File: config.mk
export PLATFORM = sky130hd
export DESIGN_NAME = parking_gate_manager
export DESIGN_NICKNAME = d
export VERILOG_FILES = /design/src/rtl/parking_pkg.sv /design/src/rtl/parking_entry_gate.sv /design/src/rtl/parking_gate_manager.sv
export SDC_FILE = /design/constraint.sdc
export NUM_CORES = 1
export LEC_CHECK = 0
export BUFFER_PORTS_ARGS = -buffer_cell sky130_fd_sc_hd__buf_2
export CAP_MARGIN = 20
export CORE_MARGIN = 2
export CORE_UTILIZATION = 35
export DETAILED_ROUTE_END_ITERATION = 12
export GPL_TIMING_DRIVEN = 1
export SYNTH_ARGS = -nofsm -noshare
export SYNTH_HDL_FRONTEND = slang
export SYNTH_SLANG_ARGS = --single-unit
File: constraint.sdc
create_clock -name clk -period 7.1 [get_ports clk]
set_input_delay 0.71 -clock clk [delete_from_list [all_inputs] [get_ports clk]]
set_output_delay 0.71 -clock clk [all_outputs]
set_load 0.01 [all_outputs]
File: src/rtl/parking_pkg.sv
// parking_pkg
// Shared types and constants for the parking gate manager:
//   - entry_state_t   : entry barrier FSM states (IDLE, OPEN)
//   - DEF_*           : default capacity, quota schedule and gate timeout
//   - calc_gen_quota  : hour-dependent general quota
package parking_pkg;

   typedef enum logic {
      IDLE = 1'b0,
      OPEN = 1'b1
   } entry_state_t;

   localparam int DEF_TOTAL_SPOTS  = 700;
   localparam int DEF_UNI_SPOTS    = 500;
   localparam int DEF_CNT_W        = 10;
   localparam int DEF_HOUR_W       = 5;
   localparam int DEF_GEN_BASE     = 200;
   localparam int DEF_GEN_STEP     = 50;
   localparam int DEF_RAMP_START   = 13;
   localparam int DEF_RAMP_END     = 16;
   localparam int DEF_GATE_TIMEOUT = 16;

   // First hour of the restricted daytime quota.
   localparam int QUOTA_DAY_START  = 8;

   // General quota for a given hour. Outside the daytime window every spot
   // not held by a university car is open to general cars.
   function automatic int calc_gen_quota(input int hour, uni_parked, total_spots,
                                         gen_base, gen_step, ramp_start, ramp_end);
      int quota;
      if (hour >= QUOTA_DAY_START && hour < ramp_start)
         quota = gen_base;
      else if (hour >= ramp_start && hour < ramp_end)
         quota = gen_base + gen_step * (hour - ramp_start + 1);
      else
         quota = total_spots - uni_parked;
      return quota;
   endfunction

endpackage

File: src/rtl/parking_entry_gate.sv
// parking_entry_gate
// Entry barrier FSM with gate timeout and latched car class.
// Ports:
//   clk, reset     : clock, synchronous active-high reset
//   req, is_uni    : entry request and class of the requesting car
//   admit          : admission decision from the counters (combinational)
//   pass           : pass-sensor pulse, only meaningful while OPEN
//   ready          : high in IDLE; a request is taken when req && ready
//   grant_now      : combinational strobe, request admitted this cycle
//   rollback       : combinational strobe, last open cycle expired without pass
//   grant, deny, timeout : registered one-cycle result pulses
//   gate_open      : barrier command, high while OPEN
//   latched_uni    : class of the car holding the pending reservation
//   state          : current FSM state (debug / pending indicator)
//
// Handshake: a request transfers on a rising edge where req && ready; the
// result (grant or deny) is a registered pulse in the following cycle. ready
// stays low for the whole OPEN period, so requests then are simply not taken.
module parking_entry_gate
   import parking_pkg::*;
#(
   parameter int GATE_TIMEOUT = DEF_GATE_TIMEOUT
) (
   input  logic         clk,
   input  logic         reset,
   input  logic         req,
   input  logic         is_uni,
   input  logic         admit,
   input  logic         pass,
   output logic         ready,
   output logic         grant_now,
   output logic         rollback,
   output logic         grant,
   output logic         deny,
   output logic         timeout,
   output logic         gate_open,
   output logic         latched_uni,
   output entry_state_t state
);

   localparam int TMR_W = $clog2(GATE_TIMEOUT + 1);
   localparam logic [TMR_W-1:0] TMR_LAST = TMR_W'(GATE_TIMEOUT - 1);

   entry_state_t     state_next;
   logic [TMR_W-1:0] timer, timer_next;
   logic             latched_uni_next;
   logic             deny_now;

   always_ff @(posedge clk) begin
      if (reset) begin
         state       <= IDLE;
         timer       <= '0;
         latched_uni <= 1'b0;
         grant       <= 1'b0;
         deny        <= 1'b0;
         timeout     <= 1'b0;
      end else begin
         state       <= state_next;
         timer       <= timer_next;
         latched_uni <= latched_uni_next;
         grant       <= grant_now;
         deny        <= deny_now;
         timeout     <= rollback;
      end
   end

   always_comb begin
      state_next       = state;
      timer_next       = timer;
      latched_uni_next = latched_uni;
      grant_now        = 1'b0;
      deny_now         = 1'b0;
      rollback         = 1'b0;
      case (state)
         IDLE: begin
            if (req) begin
               if (admit) begin
                  grant_now        = 1'b1;
                  latched_uni_next = is_uni;
                  timer_next       = '0;
                  state_next       = OPEN;
               end else begin
                  deny_now = 1'b1;
               end
            end
         end
         OPEN: begin
            // timer counts completed open cycles; a pass on the final open
            // cycle still wins over the timeout.
            if (pass) begin
               state_next = IDLE;
            end else if (timer == TMR_LAST) begin
               rollback   = 1'b1;
               state_next = IDLE;
            end else begin
               timer_next = timer + TMR_W'(1);
            end
         end
         default: state_next = IDLE;
      endcase
   end

   assign ready     = (state == IDLE);
   assign gate_open = (state == OPEN);

endmodule

File: src/rtl/parking_gate_manager.sv
// parking_gate_manager
// Lot occupancy controller with gated entry, reservation timeout and an
// hour-dependent general quota.
// Ports:
//   clk, reset              : clock, synchronous active-high reset
//   current_hour            : hour of day (0..23)
//   ent_req, ent_is_uni     : entry request and car class
//   ent_ready               : entry can accept a request (IDLE)
//   ent_pass                : pass-sensor pulse from the gate
//   ent_grant/deny/timeout  : one-cycle result pulses
//   gate_open               : entry barrier command
//   ex_req, ex_is_uni       : exit event and car class
//   ex_err                  : one-cycle pulse, exit refused (would underflow)
//   parked_car, uni_parked_car : registered occupancy incl. pending reservation
//   gen_quota, gen_vacant, uni_vacant : combinational status
//   gen_full, uni_full      : vacancy reached zero
module parking_gate_manager
   import parking_pkg::*;
#(
   parameter int TOTAL_SPOTS  = DEF_TOTAL_SPOTS,
   parameter int UNI_SPOTS    = DEF_UNI_SPOTS,
   parameter int CNT_W        = DEF_CNT_W,
   parameter int HOUR_W       = DEF_HOUR_W,
   parameter int GEN_BASE     = DEF_GEN_BASE,
   parameter int GEN_STEP     = DEF_GEN_STEP,
   parameter int RAMP_START   = DEF_RAMP_START,
   parameter int RAMP_END     = DEF_RAMP_END,
   parameter int GATE_TIMEOUT = DEF_GATE_TIMEOUT
) (
   input  logic              clk,
   input  logic              reset,
   input  logic [HOUR_W-1:0] current_hour,
   input  logic              ent_req,
   input  logic              ent_is_uni,
   output logic              ent_ready,
   input  logic              ent_pass,
   output logic              ent_grant,
   output logic              ent_deny,
   output logic              ent_timeout,
   output logic              gate_open,
   input  logic              ex_req,
   input  logic              ex_is_uni,
   output logic              ex_err,
   output logic [CNT_W-1:0]  parked_car,
   output logic [CNT_W-1:0]  uni_parked_car,
   output logic [CNT_W-1:0]  gen_quota,
   output logic [CNT_W-1:0]  gen_vacant,
   output logic [CNT_W-1:0]  uni_vacant,
   output logic              gen_full,
   output logic              uni_full
);

   entry_state_t     entry_state;
   logic             latched_uni;
   logic             grant_now, rollback;
   logic             admit, has_room;
   logic             pend_uni, pend_gen;
   logic             ex_ok, ex_block;
   logic [CNT_W-1:0] gen_parked, settled_uni, settled_gen;
   logic [CNT_W-1:0] parked_next, uni_next;
   int               quota_int;

   parking_entry_gate #(
      .GATE_TIMEOUT (GATE_TIMEOUT)
   ) u_entry (
      .clk         (clk),
      .reset       (reset),
      .req         (ent_req),
      .is_uni      (ent_is_uni),
      .admit       (admit),
      .pass        (ent_pass),
      .ready       (ent_ready),
      .grant_now   (grant_now),
      .rollback    (rollback),
      .grant       (ent_grant),
      .deny        (ent_deny),
      .timeout     (ent_timeout),
      .gate_open   (gate_open),
      .latched_uni (latched_uni),
      .state       (entry_state)
   );

   // Status: all derived from registered counts plus the live hour.
   always_comb begin
      gen_parked = parked_car - uni_parked_car;
      quota_int  = calc_gen_quota(int'(current_hour), int'(uni_parked_car), TOTAL_SPOTS,
                                  GEN_BASE, GEN_STEP, RAMP_START, RAMP_END);
      gen_quota  = CNT_W'(quota_int);
      // Quota can fall below occupancy when the hour changes; clamp at zero.
      gen_vacant = (gen_quota > gen_parked) ? (gen_quota - gen_parked) : '0;
      uni_vacant = CNT_W'(UNI_SPOTS) - uni_parked_car;
      gen_full   = (gen_vacant == '0);
      uni_full   = (uni_vacant == '0);
   end

   // Admission: a uni car only ever takes a uni spot.
   always_comb begin
      has_room = (parked_car < CNT_W'(TOTAL_SPOTS));
      if (ent_is_uni)
         admit = has_room && (uni_parked_car < CNT_W'(UNI_SPOTS));
      else
         admit = has_room && (gen_parked < gen_quota);
   end

   // Exits may only release settled cars, never the car still at the gate.
   always_comb begin
      pend_uni    = (entry_state == OPEN) && latched_uni;
      pend_gen    = (entry_state == OPEN) && !latched_uni;
      settled_uni = uni_parked_car - CNT_W'(pend_uni);
      settled_gen = gen_parked - CNT_W'(pend_gen);
      if (ex_is_uni)
         ex_ok = ex_req && (settled_uni != '0);
      else
         ex_ok = ex_req && (settled_gen != '0);
      ex_block = ex_req && !ex_ok;
   end

   // Grant, rollback and exit can coincide; each contributes its own delta.
   always_comb begin
      parked_next = parked_car
                  + CNT_W'(grant_now)
                  - CNT_W'(rollback)
                  - CNT_W'(ex_ok);
      uni_next    = uni_parked_car
                  + CNT_W'(grant_now && ent_is_uni)
                  - CNT_W'(rollback && latched_uni)
                  - CNT_W'(ex_ok && ex_is_uni);
   end

   always_ff @(posedge clk) begin
      if (reset) begin
         parked_car     <= '0;
         uni_parked_car <= '0;
         ex_err         <= 1'b0;
      end else begin
         parked_car     <= parked_next;
         uni_parked_car <= uni_next;
         ex_err         <= ex_block;
      end
   end

endmodule

Word-level counts from Yosys, hierarchy flattened
Index checks and enable logic that the tools add are counted.

storage, ports and cells
  bits in registers = 31
  bits in latches = 0
  bits in writable memories = 0
  ROM bits = 0
  bits of input ports = 12
  output and inout port bits = 58
  logic and storage cells = 82
  memories kept = 0

operators by class
  $add $sub $neg = 16
  $mul = 1
  divide/modulo/power cells = 0
  $lt $le $gt $ge = 8
  eq/ne operators = 5
  shift operators = 0
  muxes and demuxes = 20
  bitwise gates (word level) = 2
  reduce and logical (&&, ||, !) cells = 21

operators by type and width
  operator                number
  $sub 10x1->10           6
  $mux 10                 3
  $add 10x1->10           2
  $logic_not 10->1        2
  $mux 5                  4
  $reduce_bool 10->1      2
  $sub 10x10->10          2
  $logic_and 1x1->1       12
  $mux 1                  11
  $add 9x10->10 const A   1
  $ge 5x4->1 const B      2
  $gt 10x10->1            1
  $lt 10x10->1            1
  $lt 10x10->1 const B    1
  $lt 10x9->1 const B     1
  $pmux 5 s2              1
  $sub 10x10->10 const A  1
  $sub 9x10->10 const A   1
  $mul 6x7->9 const A     1
  $add 6x2->7 const B     1
  $ne 2x2->1 const B      3
  $sub 5x4->6 const B     1
  $add 5x1->5 const B     1
  $eq 5x4->1 const B      1
  9 further kinds         11

Depth between registers and ports, before layout
  depth after elaboration = 16
  depth in mapped cells = 40
  gate-level depth less buffers = 37

Cells and area by module
Synthesis repeated with hierarchy kept, for this count alone.

unflattened totals
  cells, all modules = 528
  area total of the unflattened synthesis = 4280.4 µm²

modules (own cells, without submodules)
  module                times used  cells each  area an instance (µm²)  seq. area each (µm²)
  parking_gate_manager  1           485         3854.9                  420.4
  parking_entry_gate    1           43          425.4                   200.2

Least setup slack after synthesis
Ideal clock, no wire load.

  kind = in2reg
  start = input port current_hour[0]
  end = register parked_car[9]
  setup time = 0.129 ns
  arrival = 7.511 ns
  data required time = 6.971 ns
  slack = -0.540 ns
  cell stages on the path = 39
  buffers on the path = 3
  path through = buf_4 > inv_1 > ha_1 > buf_4 > a211oi_1 > a31oi_1 > o22ai_1 > xor2_1 > ha_1 > inv_1 > fa_1 > inv_1 > ha_1 > ha_1 > a21o_1 > a21oi_1 > xnor2_1 > xnor3_1 > (+3 left out) > ha_1 > clkbuf_1 > a21oi_1 > a21oi_1 > a21boi_2 > o211ai_4 > inv_1 > ha_1 > ha_1 > inv_1 > fa_1 > nor2b_1 > o21ai_0 > a21boi_0 > o21ai_0 > a21oi_1 > xnor2_1 > nor2_1

between the ends
  cells in the longest elaborated chain, start to end = 15
  elaborated cells on any way between the ends = 21
  those cells by class = add/sub: 6; mul: 1; order compare: 5; mux: 6; reduce/logical: 3

RTL lines
  element               RTL line                     RTL
  from (decl)           parking_gate_manager.sv:32   input logic [HOUR_W-1:0] current_hour,
  $sub 5x4->6           parking_pkg.sv:34            quota = gen_base + gen_step * (hour - ramp_start + 1);
  $add 6x2->7           parking_pkg.sv:34
  $mul 6x7->9           parking_pkg.sv:34
  $add 9x10->10         parking_pkg.sv:34
  $mux 10               parking_pkg.sv:33            else if (hour >= ramp_start && hour < ramp_end)
  $mux 10 *             parking_pkg.sv:31            if (hour >= QUOTA_DAY_START && hour < ramp_start)
  net gen_quota[9]      parking_gate_manager.sv:46   output logic [CNT_W-1:0] gen_quota,
  $lt 10x10->1 *        parking_gate_manager.sv:102  admit = has_room && (gen_parked < gen_quota);
  $logic_and 1x1->1 *   parking_gate_manager.sv:102
  $mux 1 *              parking_gate_manager.sv:99   if (ent_is_uni)
  $mux 1 *              parking_entry_gate.sv:77     if (admit) begin
  $mux 1 *              parking_entry_gate.sv:76     if (req) begin
  $mux 1 *              parking_entry_gate.sv:74     case (state)
  net grant_now         parking_gate_manager.sv:55   logic grant_now, rollback;
  $add 10x1->10 *       parking_gate_manager.sv:121  + CNT_W'(grant_now)
  $sub 10x1->10 *       parking_gate_manager.sv:122  - CNT_W'(rollback)
  $sub 10x1->10 *       parking_gate_manager.sv:123  - CNT_W'(ex_ok);
  to (signal assigned)  parking_gate_manager.sv:136  parked_car <= parked_next;
  to (decl)             parking_gate_manager.sv:44   output logic [CNT_W-1:0] parked_car,

The timed path passes the listed nets; every way through them passes the cells marked *.
A chain may end at the register's enable or synchronous reset.

Worst setup path in the final report
  start = input port current_hour[0]
  end = register parked_car[9]

between the ends
  cells in the longest elaborated chain, start to end = 15
  elaborated cells on any way between the ends = 21
  those cells by class = add/sub: 6; mul: 1; order compare: 5; mux: 6; reduce/logical: 3

RTL lines
  element              RTL line
  $sub 5x4->6          parking_pkg.sv:34
  $add 6x2->7          parking_pkg.sv:34
  $mul 6x7->9          parking_pkg.sv:34
  $add 9x10->10        parking_pkg.sv:34
  $mux 10              parking_pkg.sv:33
  $mux 10 *            parking_pkg.sv:31
  $lt 10x10->1 *       parking_gate_manager.sv:102
  $logic_and 1x1->1 *  parking_gate_manager.sv:102
  $mux 1 *             parking_gate_manager.sv:99
  $mux 1 *             parking_entry_gate.sv:77
  $mux 1 *             parking_entry_gate.sv:76
  $mux 1 *             parking_entry_gate.sv:74
  net grant_now        parking_gate_manager.sv:55
  $add 10x1->10 *      parking_gate_manager.sv:121
  $sub 10x1->10 *      parking_gate_manager.sv:122
  $sub 10x1->10 *      parking_gate_manager.sv:123

Marked as above.

==> reports/results.txt <==
Crit path largest cell delay -> 420 ps
hold_ws -> 485 ps
io pins -> 70
maximum number of pins on one net before global-route repair -> 31
Required @ worst endpoint -> 7250 ps
# nets final -> 763
HP Class -> flop to flop
Max Root-Sink Buffers -> 2
dominant synthesized flop cell -> dfxtp_1
H-tree levels -> 2
top-count cell post-synth -> ha_1
slew margin rel. -> 0.496
Critical Path Fanout Max -> 11
die area -> 0.0139 mm2
core area -> 0.0127 mm2
max cap viols -> 0
Vias -> 4202
initial antenna violation count -> 0
multi-input logic area -> 0.00378 mm2
GR Overflow Total -> 0
Final min period -> 6800 ps
drt pass-1 iters -> 4
Die H -> 118 um
clock-pin slew on the worst setup and hold paths -> 50 ps
area of the mapped netlist -> 0.00455 mm2
synthesized net count -> 673
Final Hold Fails -> 0
CP max-delay cell -> fa_1
CTS Root Cell -> clkbuf_16
startpoint types -> input pin
number of synthesis warnings -> 0
Port Buffers -> 69
per-cell routed wire length -> 15.1 um
synth unique cells -> 70
post-synth top area share -> 0.245
First DRT Iteration DRCs -> 306
crit share post-route -> 0.957
vias in the first global route -> 4079
DRT antenna net count -> 0
Yosys reg bits -> 31
CP arrival -> 6940 ps
Num Clock Sinks -> 31
final clock skew -> 5.37 ps
Clock Latency Late Sink -> 280 ps
worst-margin pin slew -> 737 ps
Row Count -> 41
Die W -> 118 um
Fmax -> 147 MHz
area occupied by registers -> 621 um2
CTS tree -> yes
Inst Count DP -> 811
ant diodes -> 0
top cells by count, synth -> ha_1 (89), inv_1 (66), nor2_1 (54)
gpl congestion -> 0.924
EDFF count, synth -> 0
routed wire length -> 12500 um
status -> finished, final reports clean
Total Routing Usage GR -> 0.174
Area Growth Syn to Fin -> 22.3%
Initial Utilization -> 0.359
layout cells sized above 1 -> 0.228
fin. max-slew vios -> 0
fraction of registers with async set/reset -> 0
CTS Buf Count -> 5
post-route insts no fill -> 825
global-route wire length before repair -> 20100 um
Mapped Cells -> 562
CP endpoint kind -> flop
Final Setup Violations -> 0
HPWL Detailed -> 10100 um
Hold-fix buffers, CTS -> 0
Layout fillers -> 1310
vias per std cell -> 5.09
final core occ -> 0.440
Yosys top cell by area -> ha_1
Synth area leaders -> ha_1 (24%), dfxtp_1 (14%), xnor2_1 (7.5%)
sequential area share after synthesis -> 0.136
drc violations -> 0
syn avg cell area -> 8.10 um2
critical path class -> input pin to flop
==> routing by layer <==
metal  wire (um)  vias to the layer above  part of all wire  track usage
met5           0                        -                 0            0
met4         201                        0             0.016       0.0384
met3         758                       15             0.061       0.0233
met2        5740                      117              0.46        0.291
met1        5770                     1944              0.46        0.237
li1            -                     2126                 -            -
==> placed cells by master (no fill, tap or decap), types with 6 or more instances in the layout <==
cell type / n
dfxtp_1: 31
ha_1: 83
nand4_1: 7
buf_2: 68
inv_1: 62
nand2b_1: 6
and3_1: 8
a21oi_1: 39
ha_4: 6
xnor2_1: 38
fa_1: 8
a21oi_2: 6
a21o_1: 11
xor2_1: 16
o21ai_0: 11
nand3_1: 9
buf_4: 24
nor3_1: 12
nand2_1: 30
or3_1: 6
nor2b_1: 14
nor2_1: 54
==> kinds of logic after synthesis <==
kind of cell / synth area share
and+or+nand+nor: 0.179
buffers and inverters: 0.0690
xor gates and xnor gates: 0.117
muxes: 0.0113
DFF: 0.136
adders and majority gates: 0.289
AOI/OAI and AO/OA: 0.199
==> repair_timing <==
item | CTS | global route
gates resized for setup | 0 | 27
setup endpoints to repair | 0 | 6
setup buffers | 0 | 6
==> path summary, 6_finish.rpt <==
check,startpoint,end,depth (start not counted),slack (ps)
hold reg to reg,u_entry.timer[1],u_entry.timer[1],2,480
setup reg to reg,uni_parked_car[6],uni_parked_car[9],20,1580
hold / removal,u_entry.timer[1],u_entry.timer[1],2,480
setup / recovery,current_hour[0],parked_car[9],37,300
==> sequential cells by signal (all words and copies together) (netlist names) <==
signal	cells
u_entry.deny	1
uni_parked_car	10
u_entry.gate_open	1
u_entry.timer	5
u_entry.timeout	1
ex_err	1
u_entry.grant	1
parked_car	10
u_entry.latched_uni	1
==> per-stage QoR <==
stage                     setup TNS [ps]  instance area [um2]  worst slack, ps
after floorplan                        0                 4610             13.3
after global placement                 0                 5240             6.85
after detailed placement            -324                 5240             -178
after CTS                              0                 5400             37.2
after global routing               -90.9                 5570            -69.4
final                                  0                 5570              304
==> critical path, delay by kind of cell <==
kind	cells	cell delay (ps)
adder cells (fa/ha/maj)	8	2140
XOR/XNOR	4	900
buffers and inverters	7	650
AO/OA/AOI/OAI	14	1970
AND/OR/NAND/NOR	4	580
==> final cells by class <==
type                    instances  share of cell area
clock buffers                   8              0.0281
flip-flops and latches         31               0.111
inverters                      67              0.0451
well taps                     172              0.0386
multi-input cells             453               0.679
repair buffers                 94              0.0975
Power is not shown: default switching activity piles up to over one toggle a cycle in this logic, so the estimate is an artifact.
